`config.mk`:
```
export PLATFORM = sky130hd
export DESIGN_NAME = pc_sequencer
export DESIGN_NICKNAME = d
export VERILOG_FILES = /design/src/rtl/pc_seq_pkg.sv /design/src/rtl/pc_redirect_arb.sv /design/src/rtl/pc_sequencer.sv
export SDC_FILE = /design/constraint.sdc
export NUM_CORES = 1
export LEC_CHECK = 0
export CORE_ASPECT_RATIO = 1.75
export CORE_MARGIN = 2
export CORE_UTILIZATION = 45
export CTS_BUF_LIST = sky130_fd_sc_hd__clkbuf_16
export DETAILED_ROUTE_END_ITERATION = 12
export PLACE_DENSITY = 0.88
export RECOVER_POWER = 25
export SYNTH_ARGS = -nofsm -noshare
export SYNTH_HDL_FRONTEND = slang
export SYNTH_SLANG_ARGS = --single-unit
```
`constraint.sdc`:
```
create_clock -name CLK -period 8 [get_ports CLK]
set_clock_uncertainty 0.1 [all_clocks]
set_input_delay 0.8 -clock CLK [delete_from_list [all_inputs] [get_ports CLK]]
set_output_delay 0.8 -clock CLK [all_outputs]
set_load 0.005 [all_outputs]
```
`src/rtl/pc_seq_pkg.sv`:
```
// Shared encodings for the next-PC sequencer: FSM states and
// next-PC source select.
package pc_seq_pkg;

  typedef enum logic [1:0] {
    ST_RUN  = 2'd0,
    ST_WAIT = 2'd1,
    ST_HALT = 2'd2,
    ST_TRAP = 2'd3
  } seq_state_e;

  typedef enum logic [1:0] {
    SRC_SEQ  = 2'd0,
    SRC_BR   = 2'd1,
    SRC_TRAP = 2'd2,
    SRC_HOLD = 2'd3
  } pc_src_e;

  localparam logic [31:0] PC_STEP = 32'd4;

endpackage

```
`src/rtl/pc_redirect_arb.sv`:
```
// Priority select of the next-PC source and PC_IN value.
// PCSEQ_MISALIGN_TRAP_EN: misaligned branch targets raise a trap.
module pc_redirect_arb
  import pc_seq_pkg::*;
#(
  parameter logic [31:0] TRAP_VEC = 32'h00400100
) (
  input  seq_state_e  state,
  input  logic [31:0] pc,
  input  logic        imem_rdy,
  input  logic        stall_d,
  input  logic        br_taken,
  input  logic [31:0] br_target,
  input  logic        trap_req,
  input  logic        halt_req,
  input  logic        timeout_hit,
  output pc_src_e     src,
  output logic [31:0] pc_in
);

  logic        br_bad;
  logic [31:0] br_pc;

  assign br_pc = br_target & 32'hFFFF_FFFC;

`ifdef PCSEQ_MISALIGN_TRAP_EN
  assign br_bad = br_taken && (br_target[1:0] != 2'b00);
`else
  assign br_bad = 1'b0;
`endif

  always_comb begin
    src = SRC_HOLD;
    unique case (state)
      ST_RUN, ST_WAIT: begin
        if (trap_req || timeout_hit || br_bad)
          src = SRC_TRAP;
        else if (br_taken)
          src = SRC_BR;
        else if (halt_req || stall_d || !imem_rdy)
          src = SRC_HOLD;
        else
          src = SRC_SEQ;
      end
      ST_HALT: begin
        if (trap_req)
          src = SRC_TRAP;
      end
      ST_TRAP: src = SRC_HOLD;
    endcase
  end

  always_comb begin
    pc_in = pc;
    unique case (src)
      SRC_SEQ:  pc_in = pc + PC_STEP;
      SRC_BR:   pc_in = br_pc;
      SRC_TRAP: pc_in = TRAP_VEC;
      SRC_HOLD: pc_in = pc;
    endcase
  end

endmodule

```
`src/rtl/pc_sequencer.sv`:
```
// Next-PC controller: FSM, fetch watchdog, trap EPC capture.
// PCSEQ_MISALIGN_TRAP_EN: misaligned branch targets raise a trap.
module pc_sequencer
  import pc_seq_pkg::*;
#(
  parameter logic [31:0] PC_INIT        = 32'h00400000,
  parameter logic [31:0] TRAP_VEC       = 32'h00400100,
  parameter int          TIMEOUT_CYCLES = 16
) (
  input  logic        CLK,
  input  logic        RESETn,
  input  logic [31:0] PC,
  input  logic        IMEM_RDY,
  input  logic        STALL_D,
  input  logic        BR_TAKEN,
  input  logic [31:0] BR_TARGET,
  input  logic        TRAP_REQ,
  input  logic        HALT_REQ,
  input  logic        RESUME,
  output logic [31:0] PC_IN,
  output logic        WE_PC,
  output logic        FLUSH,
  output logic [1:0]  SEQ_STATE,
  output logic [31:0] TRAP_EPC,
  output logic        FETCH_TIMEOUT
);

  localparam int CW = $clog2(TIMEOUT_CYCLES) + 1;
  localparam logic [CW-1:0] CNT_LAST = CW'(TIMEOUT_CYCLES - 1);

  seq_state_e    state_q, state_d;
  logic [CW-1:0] wait_q, wait_d;
  pc_src_e       src;
  logic [31:0]   arb_pc;
  logic          timeout_hit;

  assign timeout_hit = (state_q == ST_WAIT) &&
                       (wait_q == CNT_LAST) && !IMEM_RDY;

  pc_redirect_arb #(
    .TRAP_VEC (TRAP_VEC)
  ) u_arb (
    .state       (state_q),
    .pc          (PC),
    .imem_rdy    (IMEM_RDY),
    .stall_d     (STALL_D),
    .br_taken    (BR_TAKEN),
    .br_target   (BR_TARGET),
    .trap_req    (TRAP_REQ),
    .halt_req    (HALT_REQ),
    .timeout_hit (timeout_hit),
    .src         (src),
    .pc_in       (arb_pc)
  );

  assign PC_IN     = RESETn ? arb_pc : PC_INIT;
  assign WE_PC     = !RESETn || (src != SRC_HOLD);
  assign FLUSH     = RESETn && (src == SRC_BR || src == SRC_TRAP);
  assign SEQ_STATE = state_q;

  // wait_cnt only survives consecutive fetch-wait cycles
  always_comb begin
    state_d = ST_RUN;
    wait_d  = '0;
    unique case (src)
      SRC_TRAP:        state_d = ST_TRAP;
      SRC_SEQ, SRC_BR: state_d = ST_RUN;
      SRC_HOLD: begin
        unique case (state_q)
          ST_HALT: state_d = RESUME ? ST_RUN : ST_HALT;
          ST_TRAP: state_d = ST_RUN;
          default: begin
            if (HALT_REQ) begin
              state_d = ST_HALT;
            end else if (!IMEM_RDY) begin
              state_d = ST_WAIT;
              wait_d  = (wait_q == CNT_LAST) ? wait_q
                                             : wait_q + 1'b1;
            end
          end
        endcase
      end
    endcase
  end

  always_ff @(posedge CLK) begin
    if (!RESETn) begin
      state_q       <= ST_RUN;
      wait_q        <= '0;
      TRAP_EPC      <= '0;
      FETCH_TIMEOUT <= 1'b0;
    end else begin
      state_q <= state_d;
      wait_q  <= wait_d;
      if (src == SRC_TRAP)
        TRAP_EPC <= PC;
      if (timeout_hit)
        FETCH_TIMEOUT <= 1'b1;
    end
  end

endmodule

```
==> impl_metrics.csv, run 1 <==
group,metric,value,unit
synthesis,synth_area_leaders,"dfxtp_1, mux2i_1, nor2_1",
synthesis,synth.avg_cell_area,7.71,um^2
synthesis,yosysWarnings,0,
floorplan,rows,38,
place,hpwl,7.26,mm
synthesis,synth_commonest_cells,"nor2_1, dfxtp_1, mux2i_1, nand2_1, clkbuf_1",
synthesis,synthCells,379,
global_routing,grt_pass1_wl,16.3,mm
synthesis,synth_cell_types,52,
critical_path,critPathArrivalTime,4.66,ns
critical_path,path_class,"register to output port",
synthesis,synth_top_cell_by_area,"dfxtp_1",
sta,tightest_slew,1.09,ns
place,dp_slack,2.51,ns
sta,max_freq,0.180,GHz
clock_network,post_cts_buffers,0,
critical_path,startpoint,"wait_q[0]$_SDFFE_PP0P_",
drt,drt_iter0_markers,238,
drt,drc_errors,0,
clock_network,clock_sinks,40,
outcome,status,"completed",
pwr,power,0.656,mW
floorplan,die_w,64.9,um
drt,dr.pass1.iters,4,
cells_and_area,antenna_cells,0,
floorplan,start_util,46.9,%
sta,rsz0062_at_grt,"false",
clock_network,cts_buffers,5,
drt,met2WireLength,5.31,mm
clock_network,cts_tree,"yes",
drt,wl_met1,3.57,mm
drt,ant_nets,0,
pwr,p_per_area,148,mW/mm^2
clock_network,cts_root_buf,"clkbuf_16",
cells_and_area,nNetsFinal,570,
critical_path,cp-end-kind,"output port",
clock_network,clk_latency,0.28,ns
sta,tns,0,ns
floorplan,io-pin-count,141,
critical_path,cp_max_fo,19,
synthesis,synth-main-ff-cell,"dfxtp_1",
drt,via_count,3471,
floorplan,die_h,111,um
critical_path,slowest_delay,0.58,ns
clock_network,cts-resized-gates,0,
place,portBuffers,138,
sta,finalHoldViolCount,0,
cells_and_area,num-fill-cells,509,
worst_hold_path,worstHoldStart,"TRAP_EPC[29]$_SDFFE_PN0N_",
sta,setup_viol,0,
sta,period_needed,5.56,ns
critical_path,critPathRequiredTime,7.10,ns
pwr,max-vdd-ir-drop,141,uV
drt,wire_per_inst,17.5,um
sta,timing.final.ws_setup,2.44,ns
critical_path,r2r_start,"wait_q[0]$_SDFFE_PP0P_",
critical_path,critPathSlowestCell,"ha_1",
critical_path,cp_cell_sequence,"ha_1 -> and3_1 -> ha_1 -> nand2_1 -> o21ai_0 -> or3_1 -> inv_1 -> ha_1 -> inv_1 -> or2_2 -> or4_1 -> a31oi_1 -> clkdlybuf4s50_1",
place,gp_congestion,0.788,
cells_and_area,syn2layout_area_growth,52.1,%
clock_network,clk_path_buf_depth,2,
cells_and_area,drive_above_1_share,3.67,%
floorplan,dieArea,0.00718,mm^2
synthesis,synthesis.area,0.00292,mm^2
sta,slew_headroom,27.5,%
clock_network,clk_pin_slew_worst_paths,0.06,ns
synthesis,yosys_register_bits,40,
pwr,p_leak,1.67,nW
sta,timing.final.crit_share,69.5,%
synthesis,synthDominantCellAreaShare,27.4,%
cells_and_area,final_area,0.00445,mm^2
synthesis,async_reset_ff_share,0,%
critical_path,startpoint_type,"register",
drt,met3_length,772,um
clock_network,htreeDepth,2,
place,place_area,0.00428,mm^2
drt,vias_per_cell,6.08,
global_routing,grt_max_degree,56,
sta,slew_viol_final,0,
run,drv_cap,0,
drt,drt_wl_total,10.0,mm
synthesis,synth_edf_count,0,
synthesis,ys_seq_area_share,27.4,%
worst_hold_path,min_path_type,"register to register",
global_routing,grt_usage,28.5,%
global_routing,grt.overflow.total,0,
floorplan,core_area,0.00623,mm^2
clock_network,holdBufCountCts,0,
global_routing,grt_antenna_before_repair,0,
drt,top_layer,"met4",
sta,fin_hold_ws,0.390,ns
global_routing,grt_pass1_vias,3338,
synthesis,syn_nets,459,
synthesis,synth.most_common_cell,"nor2_1",
critical_path,crit_top_cell,"ha_1",
layout by cell type (no fill, tap or decap), drive strengths merged, types with 7 or more instances in the layout:
cell	count
inv	7
mux2i	33
dfxtp	40
nand3	14
and3	10
clkdlybuf4s50	111
nor4	7
o21ai	11
nor2	51
nand4	10
a221oi	12
a31oi	10
nor3	11
ha	8
a21oi	10
dlygate4sd3	27
a211oi	7
nand2	31
or4	10
per-stage QoR:
| step | std cells | utilization (%) |
|---|---|---|
| final | 571 | 71.4 |
| after global routing | 571 | 71.4 |
| after CTS | 571 | 71.4 |
| after detailed placement | 563 | 68.7 |
| after global placement | 563 | 68.7 |
| after floorplan | 379 | - |
state kept, by name, summed over array words and instances, names as in the netlist:
name and count:
TRAP_EPC 32, wait_q 5, SEQ_STATE 2, FETCH_TIMEOUT 1
logic make-up (layout without fill, tap and decap cells):
logic type	after synthesis	after routing	share of synthesized area, %
DFF	40	40	27.4
adders and majority gates	8	8	3.42
AOI/OAI and AO/OA	81	81	20.1
xor gates and xnor gates	7	7	2.10
buffers and inverters	42	154	5.56
and+or+nand+nor	166	166	29.3
muxes	35	35	12.1
final cells by class:
class                           instances  area, um^2  share of cell area, %
Tap cell                               80         100                   2.25
Clock buffer                            5         125                   2.81
Sequential cell                        40         801                   18.0
Multi-Input combinational cell        297        1960                   44.1
Timing Repair Buffer                  139        1390                   31.2
Clock inverter                          3        42.5                  0.957
Inverter                                7        26.3                  0.591
path summary, 6_finish.rpt:
path	depth (start not counted)	end	slack (ns)
max	13	PC_IN[19]	2.44
min	2	TRAP_EPC[29]$_SDFFE_PN0N_	0.39
max reg2reg	10	wait_q[4]$_SDFFE_PP0P_	4.66
min reg2reg	2	TRAP_EPC[29]$_SDFFE_PN0N_	0.39
power breakdown:
| part | leakage, nW | internal (mW) | switching [mW] | total [mW] |
|---|---|---|---|---|
| Sequential | 0.328 | 0.213 | 0.00707 | 0.220 |
| Clock | 0.0798 | 0.147 | 0.0836 | 0.230 |
| Combinational | 1.26 | 0.112 | 0.0935 | 0.206 |
| Total | 1.67 | 0.472 | 0.184 | 0.656 |
per-layer routing:
| metal | global-route usage (%) | vias to the layer above |
|---|---|---|
| met1 | 31.8 | 1618 |
| li1 | - | 1643 |
| met3 | 5.80 | 31 |
| met5 | 0 | - |
| met2 | 50.3 | 179 |
| met4 | 13.0 | 0 |
worst max-delay path, delay by kind of cell, from the launching register on:
family	cells	cell delay [ns]
AOI/OAI and AO/OA	2	0.29
adders and majority gates	3	1.07
buffers and inverters	3	1.12
DFF	1	0.33
and+or+nand+nor	5	1.56
No activity file was read; power rests on OpenSTA's default activity.
==> run 2: changes to the inputs <==
Settings changed: CORE_UTILIZATION 45 to 41, PLACE_DENSITY 0.88 to 0.81.
Clock period 8 ns to 5.6 ns, I/O delays scaled along.
==> run 2 against run 1 <==
Power increased by 35%. First-iteration DRC count down 4.6%. Combinational power is 45% higher. Final area grew 0.65%. Critical path depth grew 1. Worst setup slack worse by 1.8 ns. Global-route usage is 2.3 points lower. Critical path type unchanged.
==> impl_metrics.csv, run 2 (same netlist as run 1, synthesis figures left out) <==
group,metric,value,unit
outcome,status,"completed",
sta,tns,0,ns
drt,drt_wl_total,10.4,mm
clock_network,cts_tree,"yes",
clock_network,cts_root_buf,"clkbuf_16",
cells_and_area,instances_no_fill,580,
global_routing,grt_antenna_before_repair,0,
sta,rsz0062_at_grt,"false",
cells_and_area,final_cell_mix,"clkdlybuf4s50_1, nor2_1, dfxtp_1",
floorplan,rows,40,
critical_path,cp-end-kind,"output port",
global_routing,grt.overflow.total,0,
cells_and_area,regMostFlops,"TRAP_EPC",
global_routing,grt_pass1_vias,3219,
drt,drc_errors,0,
pwr,p_per_area,198,mW/mm^2
drt,wire_per_inst,17.9,um
clock_network,cts-resized-gates,0,
clock_network,clock_sinks,40,
critical_path,startpoint_type,"register",
cells_and_area,nNetsFinal,576,
sta,timing.final.crit_share,88.7,%
sta,slew_viol_final,0,
clock_network,holdBufCountCts,0,
run,drv_cap,0,
floorplan,io-pin-count,141,
sta,setup_viol,0,
drt,ant_nets,0,
sta,finalHoldViolCount,0,
clock_network,clk_pin_slew_worst_paths,0.06,ns
place,hpwl,7.54,mm
cells_and_area,drive_above_1_share,4.44,%
cells_and_area,num-fill-cells,613,
place,dp_slack,0.976,ns
pwr,p_leak,1.69,nW
floorplan,start_util,42.3,%
drt,dr.pass1.iters,5,
cells_and_area,final_common_cell,"clkdlybuf4s50_1",
critical_path,cp_max_fo,30,
floorplan,die_w,67.8,um
drt,via_count,3425,
place,portBuffers,138,
cells_and_area,multi_input_area,0.00196,mm^2
critical_path,critPathRequiredTime,4.94,ns
worst_hold_path,min_path_type,"register to register",
clock_network,clk_latency,0.28,ns
floorplan,dieArea,0.00785,mm^2
pwr,power,0.887,mW
sta,period_needed,4.97,ns
global_routing,grt_usage,26.3,%
sta,fin_hold_ws,0.384,ns
clock_network,post_cts_buffers,0,
global_routing,grt_pass1_wl,15.8,mm
cells_and_area,layout.area.seq,801,um^2
place,gp_congestion,0.798,
clock_network,htreeDepth,2,
global_routing,grt_max_degree,56,
floorplan,core_area,0.00691,mm^2
clock_network,cts_buffers,5,
place,dp_cells,573,
sta,slew_headroom,35.5,%
critical_path,path_class,"register to output port",
sta,tightest_slew,0.966,ns
critical_path,critPathArrivalTime,4.31,ns
cells_and_area,largest_reg_flops,32,
cells_and_area,syn2layout_area_growth,53.1,%
pwr,max-vdd-ir-drop,208,uV
drt,drt_iter0_markers,227,
sta,timing.final.ws_setup,0.632,ns
clock_network,clk_path_buf_depth,2,
sta,max_freq,0.201,GHz
cells_and_area,antenna_cells,0,
drt,vias_per_cell,5.91,
floorplan,die_h,116,um
==> run 2: cell count changes in the layout (fill, tap and decap cells not counted) <==
cell and delta:
buf_4 +5, buf_12 +1, bufinv_16 -1, clkdlybuf4s50_1 +1, clkinvlp_4 -1, dlygate4sd3_1 -1
inv_1 +1
==> run 2: worst paths after layout <==
path,startpoint,endpoint,slack (ns),cells after the start
worst max register to register,wait_q[0]$_SDFFE_PP0P_,TRAP_EPC[23]$_SDFFE_PN0N_,2.36,11
worst min register to register,TRAP_EPC[16]$_SDFFE_PN0N_,TRAP_EPC[16]$_SDFFE_PN0N_,0.38,2
worst max-delay path,wait_q[0]$_SDFFE_PP0P_,PC_IN[16],0.63,14
worst min-delay path,TRAP_EPC[16]$_SDFFE_PN0N_,TRAP_EPC[16]$_SDFFE_PN0N_,0.38,2
==> run 2: power breakdown <==
group | switching, mW | total [mW] | internal, mW
clock | 0.114 | 0.274 | 0.160
sequential | 0.0100 | 0.314 | 0.304
combinational | 0.135 | 0.299 | 0.164
total | 0.259 | 0.887 | 0.628
==> run 2: final cells by class <==
type,count,area share [%]
Multi-Input combinational cell,297,43.8
Timing Repair Buffer,145,32.3
Sequential cell,40,17.9
Clock buffer,5,2.80
Tap cell,84,2.35
Inverter,7,0.587
Clock inverter,2,0.196
==> run 2: stage by stage <==
step	area, um^2	util (%)
4_1_cts	4470	64.8
5_1_grt	4470	64.8
3_5_place_dp	4340	62.8
3_3_place_gp	4340	62.8
2_1_floorplan	2920	-
6_report	4470	64.8
==> run 2: routing by layer <==
metal / global-route usage (%) / share of wire (%) / vias to the layer above
met4: 9.47 / 2.0 / 0
li1: - / - / 1652
met1: 27.6 / 37 / 1605
met2: 50.5 / 55 / 154
met5: 0 / 0 / -
met3: 3.98 / 5.8 / 14
==> run 2: worst max-delay path, stage by stage, from the launching register on <==
cell,delay (ns)
dfxtp_1,0.33
ha_1,0.20
and3_1,0.18
ha_1,0.27
nand2_1,0.11
o21ai_0,0.09
o21ai_0,0.41
inv_1,0.17
ha_1,0.46
buf_12,0.27
nor2b_1,0.34
buf_4,0.24
a221oi_1,0.09
a311oi_1,0.29
clkdlybuf4s50_1,0.57
==> patch 1, RTL diff (config.mk and constraints of run 2) <==
`TIMEOUT_CYCLES`: 16 -> 32.
--- a/src/rtl/pc_sequencer.sv
+++ b/src/rtl/pc_sequencer.sv
@@ -5,7 +5,7 @@
 #(
   parameter logic [31:0] PC_INIT        = 32'h00400000,
   parameter logic [31:0] TRAP_VEC       = 32'h00400100,
-  parameter int          TIMEOUT_CYCLES = 16
+  parameter int          TIMEOUT_CYCLES = 32
 ) (
   input  logic        CLK,
   input  logic        RESETn,
Behaviour: no difference found for any inputs over 10 cycles, from zero or initial values and one cycle with RESETn low; that may be too few to reach the edited logic, so the function may still have changed.
==> patch 1 against run 2 <==
Routed wire length is 4.8% lower. Cell area is 1.4% lower. Combinational power is 2% lower. Power is 6.3% higher. Synthesized area is 1.7% lower. Global-route usage is 0.20 points lower. Worst setup slack better by 0.044 ns. Sequential cell count is 1 higher. Sequential share of layout area is 0.71 points higher.
==> patch 1: results (changes against run 2) <==
max incr delay on CP=0.59 ns (was 0.57 ns); top cells by count, synth=57 x nor2_1, 41 x dfxtp_1, 33 x mux2i_1 (was 51 x nor2_1, 40 x dfxtp_1, 33 x mux2i_1); layout cells sized above 1=0.0603 (was 0.0444); Post-Syn Nets=433 (was 459); DR WL/cell=17.4 um (was 17.9 um); n_diodes=0 (unchanged); IO Port Bufs=138 (unchanged); commonest register cell after synthesis=dfxtp_1 (unchanged); YS warnings=0 (unchanged); Hold/Removal Path Class=flip-flop to flip-flop (unchanged); Clock Latency Late Sink=0.29 ns; postcts setup bufs=0 (unchanged); Top reg by flops=TRAP_EPC (unchanged); number of flip-flops under the largest register name=32 (unchanged); fin crit period=4.92 ns (was 4.97 ns); sequential area share after synthesis=0.286 (was 0.274); first-pass iteration count of the detailed router=4 (was 5); Data arrival, critical path=4.26 ns (was 4.31 ns); Leak Pwr=1.66 nW (was 1.69 nW); H-tree levels=2 (unchanged); initial antenna violation count=0 (unchanged); # nets final=559 (was 576); Post-Place Worst Slack=1.11 ns (was 0.976 ns); Worst-path clk slew=0.06 ns (about the same); vias in the first global route=3175 (was 3219); slew at the pin closest to its max-slew limit=0.661 ns (was 0.966 ns); DRT iter0 DRCs=216 (was 227); IR Drop Worst-Case VDD=0.000173 V (was 0.000208 V); Worst Path Max Fanout=13 (was 30); synth unique cells=46 (was 52); CP max-delay cell=clkdlybuf4s50_1 (unchanged); Post-CTS Resized=0 (unchanged); Tot GR Track Use=0.260 (was 0.263); GPL Wtd Cong=0.818 (was 0.798); CTS buffer count=5 (unchanged); root buffer cell=clkbuf_16 (unchanged); Final HPWL DP=7360 um (was 7540 um); vias per cell=5.70 (was 5.91); Synth area leaders=dfxtp_1 29%, mux2i_1 11%, nor2_1 7.4% (was dfxtp_1 27%, mux2i_1 11%, nor2_1 6.5%); Switching Power=0.000261 W (was 0.000259 W); clk buf depth=2 (unchanged); global-route wire length before repair=15500 um (was 15800 um); status=complete, no violations (unchanged); Post-synth ARST share=0 (unchanged); largest net degree at the start of global routing=36 (was 56)
patch 1: logic make-up (layout without fill, tap and decap cells):
logic type / count (synthesis) / count (layout) / share of synthesized area
and+or+nand+nor: 152 / 152 / 0.267
AOI/OAI and AO/OA: 67 / 67 / 0.169
DFF: 41 / 41 / 0.286
muxes: 35 / 35 / 0.123
buffers and inverters: 33 / 160 / 0.0670
xor gates and xnor gates: 19 / 19 / 0.0579
adders and majority gates: 7 / 7 / 0.0305
patch 1: stage by stage:
step	std cells	cell area [sq um]
6_report	565	4410
5_1_grt	565	4410
4_1_cts	565	4410
3_5_place_dp	557	4250
3_3_place_gp	557	4250
2_1_floorplan	354	2870
patch 1: worst paths after layout:
path | slack [ns] | cells after the start | to | from
setup reg to reg | 2.32 | 11 | TRAP_EPC[1] | wait_q[0]
hold / removal | 0.39 | 2 | TRAP_EPC[17] | TRAP_EPC[17]
hold reg to reg | 0.39 | 2 | TRAP_EPC[17] | TRAP_EPC[17]
setup / recovery | 0.68 | 13 | PC_IN[7] | wait_q[0]
patch 1: cell type report:
cell class / instances / area, sq um
fill: 590 / 2390
inverter: 8 / 30.0
sequential: 41 / 821
timing repair buffer: 144 / 1430
tap: 84 / 105
multi-input combinational: 280 / 1860
clock inverter: 3 / 41.3
clock buffer: 5 / 125
patch 1: worst max-delay path: cells and delay by family, from the launching register on:
family | cells | cell delay (ns)
AOI/OAI and AO/OA | 4 | 1.11
adders and majority gates | 2 | 0.65
buffers and inverters | 3 | 1.14
DFF | 1 | 0.38
and+or+nand+nor | 4 | 0.68
patch 1: power groups by stage:
stage	Clock, W	Sequential [W]	Combinational, W
after floorplan	0	0.000329	0.000131
after global placement	0	0.000327	0.000293
after detailed placement	0	0.000328	0.000297
after CTS	0.000335	0.000321	0.000298
after global routing	0.000345	0.000323	0.000316
final	0.000330	0.000321	0.000292
patch 1: per-layer routing:
metal | vias to the layer above | track usage | wire (um)
li1 | 1549 | - | -
met1 | 1528 | 0.288 | 3700
met2 | 128 | 0.486 | 5290
met3 | 13 | 0.0372 | 698
met4 | 0 | 0.0952 | 172
met5 | - | 0 | 0
==> patch 2, RTL diff (config.mk and constraints of run 2) <==
Without the edit above. Register the output `FETCH_TIMEOUT` once more, cleared by the reset; this adds one clock of latency there. The other outputs are not delayed to match.
--- a/src/rtl/pc_sequencer.sv
+++ b/src/rtl/pc_sequencer.sv
@@ -27,6 +27,8 @@
 
   localparam int CW = $clog2(TIMEOUT_CYCLES) + 1;
   localparam logic [CW-1:0] CNT_LAST = CW'(TIMEOUT_CYCLES - 1);
+
+  logic FETCH_TIMEOUT_s0;
 
   seq_state_e    state_q, state_d;
   logic [CW-1:0] wait_q, wait_d;
@@ -88,14 +90,22 @@
       state_q       <= ST_RUN;
       wait_q        <= '0;
       TRAP_EPC      <= '0;
-      FETCH_TIMEOUT <= 1'b0;
+      FETCH_TIMEOUT_s0 <= 1'b0;
     end else begin
       state_q <= state_d;
       wait_q  <= wait_d;
       if (src == SRC_TRAP)
         TRAP_EPC <= PC;
       if (timeout_hit)
-        FETCH_TIMEOUT <= 1'b1;
+        FETCH_TIMEOUT_s0 <= 1'b1;
+    end
+  end
+
+  always_ff @(posedge CLK) begin
+    if (!RESETn) begin
+      FETCH_TIMEOUT <= '0;
+    end else begin
+      FETCH_TIMEOUT <= FETCH_TIMEOUT_s0;
     end
   end
 
Function: same outputs for any inputs over 10 cycles, from zero or initial values and one cycle with RESETn low; that may be too few to reach the edited logic, so the function may still have changed.
==> patch 2 against run 2 <==
Global-route usage rose by 0.55 points. Cell area increased by 0.36%. Synthesized area grew 0.90%. Final cell count rose by 0.52%. Worst setup slack gained 0.10 ns. Sequential cell count up 1. Power grew 0.32%. Routed wire length about the same. Combinational power barely moved. Clock power shrank 1%. Highest routed layer unchanged. Critical path type unchanged.
==> patch 2: results (changes against run 2) <==
status=complete, no violations (unchanged); metal1 wirelength=3720 um (was 3830 um); Worst Hold Launch=FETCH_TIMEOUT_s0 (was TRAP_EPC[16]); M1 GR Usage=0.283 (was 0.276); GR Layer Usage met3=0.0520 (was 0.0398); Worst R2R End=TRAP_EPC[26] (was TRAP_EPC[23]); Hold Path End=FETCH_TIMEOUT (was TRAP_EPC[16]); Synth area leaders=dfxtp_1 28%, mux2i_1 11%, nor2_1 6.5% (was dfxtp_1 27%, mux2i_1 11%, nor2_1 6.5%); Leak Pwr=1.70 nW (was 1.69 nW); # fillers=631 (was 613); met2 WL=5480 um (was 5720 um); global-route wire length before repair=16300 um (was 15800 um); # nets final=579 (was 576); grt met2 use=0.489 (was 0.505); Data arrival, critical path=4.21 ns (was 4.31 ns); sequential area share after synthesis=0.278 (was 0.274); WL met3=718 um (was 601 um); top cells by count, synth=51 x nor2_1, 41 x dfxtp_1, 33 x mux2i_1 (was 51 x nor2_1, 40 x dfxtp_1, 33 x mux2i_1); max incr delay on CP=0.54 ns (was 0.57 ns); DR WL/cell=17.8 um (was 17.9 um); largest net degree at the start of global routing=45 (was 56); Hold Path Depth=1 (was 2); slew at the pin closest to its max-slew limit=1.05 ns (was 0.966 ns); IR Drop Worst-Case VDD=0.000121 V (was 0.000208 V); layout cells sized above 1=0.0421 (was 0.0444); vias in the first global route=3374 (was 3219); via count=3498 (was 3425)
patch 2: cell types whose count changed in the layout (fill, tap and decap cells not counted), sizes merged:
cell / change
and2: +1
clkbuf: +1
dfxtp: +1
patch 2: metrics by stage:
step / instances / hold slack, ns / area (sq um) / worst slack [ns]
final: 583 / 0.365 / 4490 / 0.733
after global routing: 583 / 0.383 / 4490 / 0.437
after CTS: 583 / 0.369 / 4490 / 0.741
after detailed placement: 576 / 0.349 / 4360 / 1.04
after global placement: 576 / 0.344 / 4360 / 1.11
after floorplan: 381 / 0.331 / 2950 / 1.93
patch 2: area by class of cell:
type                       instances  share of cell area
clock buffer                       5              0.0279
clock inverter                     2             0.00167
inverter                           7             0.00585
multi-input combinational        298               0.438
sequential                        41               0.183
tap                               84              0.0234
timing repair buffer             146               0.320
patch 2: worst max-delay path: cells and delay by family, from the launching register on:
| family | cells | cell delay [ns] |
|---|---|---|
| flip-flops | 1 | 0.33 |
| AO/OA/AOI/OAI | 2 | 0.30 |
| adder cells (fa/ha/maj) | 3 | 0.66 |
| buffers and inverters | 5 | 1.36 |
| AND/OR/NAND/NOR | 4 | 1.25 |
patch 2: power breakdown:
group          switching [W]  internal (W)  total (W)
combinational       0.000135      0.000163   0.000298
sequential         0.0000102      0.000311   0.000321
clock               0.000111      0.000159   0.000270
total               0.000256      0.000634   0.000890
patch 2: cell families after synthesis:
| group | count (synthesis) | synth area share |
|---|---|---|
| muxes | 35 | 0.120 |
| buffers and inverters | 42 | 0.0551 |
| DFF | 41 | 0.278 |
| adders and majority gates | 8 | 0.0339 |
| xor gates and xnor gates | 7 | 0.0208 |
| and+or+nand+nor | 167 | 0.293 |
| AOI/OAI and AO/OA | 81 | 0.199 |
